$ cat src/rtl/parking_timer.sv
// Saturating up-counter with clear, load and a terminal-count flag.
module parking_timer #(
    parameter int W = 8
) (
    input  logic         clk,
    input  logic         reset,
    input  logic         clr_i,
    input  logic         load_i,
    input  logic [W-1:0] load_val_i,
    input  logic         en_i,
    input  logic [W-1:0] term_i,
    output logic         tc_o
);

    logic [W-1:0] cnt_q, cnt_d;

    // Counting stops at the terminal value, so the counter never wraps.
    always_comb begin
        cnt_d = cnt_q;
        if (clr_i) begin
            cnt_d = '0;
        end else if (load_i) begin
            cnt_d = load_val_i;
        end else if (en_i && (cnt_q < term_i)) begin
            cnt_d = cnt_q + W'(1);
        end
    end

    always_ff @(posedge clk) begin
        if (reset) begin
            cnt_q <= '0;
        end else begin
            cnt_q <= cnt_d;
        end
    end

    assign tc_o = (cnt_q >= term_i);

endmodule

$ cat config.mk
export PLATFORM = sky130hd
export DESIGN_NAME = parking_timer
export DESIGN_NICKNAME = d
export VERILOG_FILES = /design/src/rtl/parking_timer.sv
export SDC_FILE = /design/constraint.sdc
export NUM_CORES = 1
export LEC_CHECK = 0
export CAP_MARGIN = 40
export CORE_MARGIN = 2
export CORE_UTILIZATION = 48
export DETAILED_ROUTE_END_ITERATION = 10
export GPL_TIMING_DRIVEN = 0
export MAX_ROUTING_LAYER = met4
export PLACE_DENSITY = 0.95
export SYNTH_ARGS = -nofsm -noshare
export SYNTH_HDL_FRONTEND = slang
export SYNTH_SLANG_ARGS = --single-unit
$ cat constraint.sdc
create_clock -name clk -period 3.5 [get_ports clk]
set_input_delay 1.05 -clock clk [delete_from_list [all_inputs] [get_ports clk]]
set_output_delay 1.05 -clock clk [all_outputs]
set_load 0.02 [all_outputs]
# After elaboration in Yosys (flattened, before gate mapping)
# Cells that the tools add are included.
word_totals:
  elab_cells: 9
  regBits: 8
  output_inout_bits: 1
  inputBits: 21
classes:
  n_reduce_logical: 3
  n_mux: 2
  order_cmp: 2
  addsub: 1
ops:
  columns: ["op", "n"]
  rows:
  - ["8-bit 2-to-1 mux", 2]
  - ["8-bit by 1-bit adder with 8-bit output (second input constant)", 1]
  - ["8-bit greater-or-equal comparator", 1]
  - ["8-bit < comparator", 1]
  - ["2-bit nonzero test", 1]
  - ["2-bit OR reduction", 1]
  - ["1-bit logical AND", 1]

# Logic depth before layout (Yosys ltp)
logic_depth:
  ltp_word: 4
  mapped_depth: 8
  mapped_depth_nobuf: 7

# Worst setup path after synthesis
# OpenSTA, ideal clock, no wires.
synth_path:
  kind: "input-to-output"
  from: "input port term_i[1]"
  to: "output port tc_o"
  slack_ps: 253
  t_required_ps: 2450
  path_buffers: 0
  t_arrival_ps: 2197
  cell_stages: 7
  path_cell_list: "inv_1 > ha_1 > nor2b_1 > o211ai_2 > nand2_1 > a41oi_1 > o21ai_0"
synth_via:
  elab_chain_len: 1
synth_lines:
  columns: ["item", "line_no", "text"]
  rows:
  - ["start: declaration", "11", "input logic [W-1:0] term_i,"]
  - ["8-bit greater-or-equal comparator", "37", "assign tc_o = (cnt_q >= term_i);"]
  - ["end: declaration", "12", "output logic tc_o"]
# Every way passes these cells.

# Worst setup path in the final report
layout_path:
  from: "input port term_i[7]"
  to: "output port tc_o"
# Same word-level chain as after synthesis.

==> out/qor.csv <==
stage,metric,value,unit
status,status,"complete, no violations",
floorplan,I/O pin cnt,22,
power,Design Power,0.000264,W
route,WL final,2050,µm
global_routing,vias in the first global route,746,
power,Switching Power,0.0000778,W
route,final antenna-violating net count,0,
power,Sequential Power Share,0.389,
placement,RePlAce Congestion,0.849,
hold_path,hold path cells,2,
timing,final count of hold timing violations,0,
cells_and_area,share of cells above drive strength 1,0.265,
power,PwrDens,239,nW/µm²
cells_and_area,fill count,75,
route,DRC,0,
cells_and_area,max FFs per register,8,
placement,post-DP HPWL,1250,µm
synth,syn avg cell area,8.01,µm²
synth,Synth area leaders,"dfxtp_1 24%, ha_1 17%, o21ai_0 9.6%, a31oi_1 6.4%, inv_1 5.0%",
global_routing,GRT Total Usage,0.237,
clocking,CTS tree,built,
global_routing,initial antenna violation count,0,
cells_and_area,nets,149,
synth,sequential fraction of the synthesis area,0.235,
route,detailed-route via count,822,
clocking,H-tree levels,1,
cells_and_area,leading registers by flop count,cnt_q: 8 flops,
placement,IO Port Bufs,21,
critical_path,"Arr. time, crit path",2.38,ns
timing,worst slew pin tran,0.420,ns
power,Logic pwr share,0.340,
job,number of max-cap violations,0,
global_routing,global-route wire length before repair,3180,µm
synth,Syn Std Cell Area,681,µm²
synth,syn_nets,115,
hold_path,hold path endpoint,cnt_q[0],
synth,asr flop ratio synth,0,
clocking,"CTS clk-pin slew, worst paths",0.05,ns
critical_path,Startpoint Class,primary input,
hold_path,worst hold path class,reg2reg,
power,Lkg Pwr,0.418,nW
timing,max-slew violation count,0,
critical_path,Reg2Reg Setup Slack,1.46,ns
timing,fmax,292,MHz
critical_path,Worst Path Required,2.45,ns
synth,post-synthesis cell type count,27,
timing,RSZ-0062 raised after global routing,false,
clocking,worst skew pair latency,0.26,ns
timing,Max-slew headroom,0.719,
route,Initial DRC Count,24,
critical_path,worst r2r src,cnt_q[1],
clocking,CTS Buf Count,3,
floorplan,Initial Utilization,0.517,
cells_and_area,ANT cells,0,
cells_and_area,Area Overhead vs Synth,62.1,%
floorplan,die area,1740,µm²
synth,Gate Count Post-Synth,85,
synth,"Top FF cell, synth",dfxtp_1,
floorplan,Site Rows,13,
power,sw frac,0.295,
power,worst vdd ir,0.175,mV
critical_path,r2r endpoint,cnt_q[5],
route,Via density,6.23,
power,Int Pwr,0.000186,W
synth,top-area cell type share of the netlist area,0.235,
timing,# setup viols final,0,
placement,"worst slack, placed",-0.603,ns
clocking,cts hold-fix bufs,0,
global_routing,total grt overflow,0,
synth,largest area contributor in the synthesized netlist,dfxtp_1,
timing,Tmin final,3.43,ns
clocking,Longest Clk Path Bufs,2,
timing,post-route worst setup slack,0.0721,ns
cells_and_area,Largest Register,cnt_q,
clocking,clock sink count,8,
synth,"EDFF count, synth",0,
critical_path,kind of critical path,in2out,
critical_path,endpoint class of the critical path,primary output,
synth,#FFs+latches synth,8,
critical_path,Crit Path Max Fanout,3,
timing,crit share post-route,0.979,
synth,warnings from Yosys,0,
power,Clk pwr share,0.272,
floorplan,Die X,41.7,µm
clocking,root buffer cell,clkbuf_4,
floorplan,core area,1320,µm²
route,routed len/inst,15.5,µm
floorplan,Die Span Y,41.7,µm
hold_path,HP Start,cnt_q[0],
global_routing,maximum number of pins on one net before global-route repair,11,
timing,Worst Skew,0.00403,ns
route,drt pass-1 iters,4,
critical_path,Reg2Reg Depth,7,
-- Yosys cell counts, types with 3 or more instances --
library cell / n
a31oi_1: 7
a21oi_2: 3
nand2_1: 4
dfxtp_1: 8
o21ai_0: 13
or4_1: 3
nand4_1: 5
o31ai_1: 3
or3_1: 5
ha_1: 9
inv_1: 9
-- layer usage --
metal	vias to the layer above	wire length [µm]	GRT usage	share of wire
li1	400	-	-	-
met1	382	849	0.271	0.41
met2	36	1040	0.406	0.51
met3	4	131	0.0783	0.064
met4	0	25	0.0452	0.012
met5	-	0	-	0
-- final cells by class --
type | instances | area [µm²] | area share
multi-input cells | 66 | 583 | 0.528
repair buffers | 29 | 269 | 0.244
flip-flops and latches | 8 | 160 | 0.145
inverters | 9 | 33.8 | 0.0306
clock buffers | 3 | 22.5 | 0.0204
well taps | 15 | 18.8 | 0.0170
plain buffers | 2 | 16.3 | 0.0147
-- worst max path at each step --
| stage | startpoint | slack [ns] | cells past startpoint | to |
|---|---|---|---|---|
| after floorplan | term_i[1] | 0.25 | 7 | tc_o |
| after global placement | term_i[3] | -0.56 | 8 | tc_o |
| after detailed placement | term_i[3] | -0.60 | 8 | tc_o |
| after CTS | term_i[3] | 0.02 | 8 | tc_o |
| after global routing | term_i[5] | 0.0008 | 7 | tc_o |
| final | term_i[7] | 0.07 | 7 | tc_o |
-- layout by cell type, fill, tap and decap left out, types with 2 or more instances in the layout --
cell and count:
clkdlybuf4s50_1 18, o21ai_0 12, buf_4 10, dfxtp_1 8, a31oi_1 7, inv_1 6, nand4_1 5, or3_1 5
ha_4 5, ha_1 4, inv_2 3, a21oi_4 3, or4_1 3, o31ai_1 3, clkbuf_4 3, nand2_2 2
nand2_1 2
-- logic make-up (layout without fill, tap and decap cells) --
family          Yosys count  in the layout  synth area share
compound gates           33             33             0.318
simple gates             24             24             0.208
buf+inv                  11             43            0.0735
fa+ha+maj                 9              9             0.165
flops                     8              8             0.235
-- per-stage QoR --
| step | std cells | cell area (µm²) | utilization | hold WS [ns] | setup TNS [ns] |
|---|---|---|---|---|---|
| finish | 132 | 1100 | 0.838 | 0.551 | 0 |
| global route | 132 | 1100 | 0.838 | 0.573 | 0 |
| CTS | 127 | 1000 | 0.761 | 0.546 | 0 |
| detailed placement | 121 | 910 | 0.690 | 0.509 | -0.603 |
| global placement | 121 | 910 | 0.690 | 0.498 | -0.561 |
| floorplan | 85 | 681 | - | 0.479 | 0 |
-- critical path: stages --
cell and delay (ns):
clkdlybuf4s50_1 0.45, inv_1 0.06, ha_4 0.23, a21oi_4 0.16, o21a_1 0.18, o21ai_1 0.08, buf_4 0.16
-- power by group through the flow --
stage	registers (W)	clock network, W	logic, W
floorplan	0.000101	0	0.0000327
global placement	0.000103	0	0.0000612
detailed placement	0.000103	0	0.0000633
CTS	0.000102	0.0000719	0.0000732
global route	0.000103	0.0000781	0.0000964
finish	0.000103	0.0000717	0.0000896
-- timing repair --
item | CTS | global route
pin swaps | 6 | 8
setup endpoints to repair | 1 | 1
resized for setup | 15 | 11
buffers inserted | 3 | 5
Power figures use the tool's default switching activity.
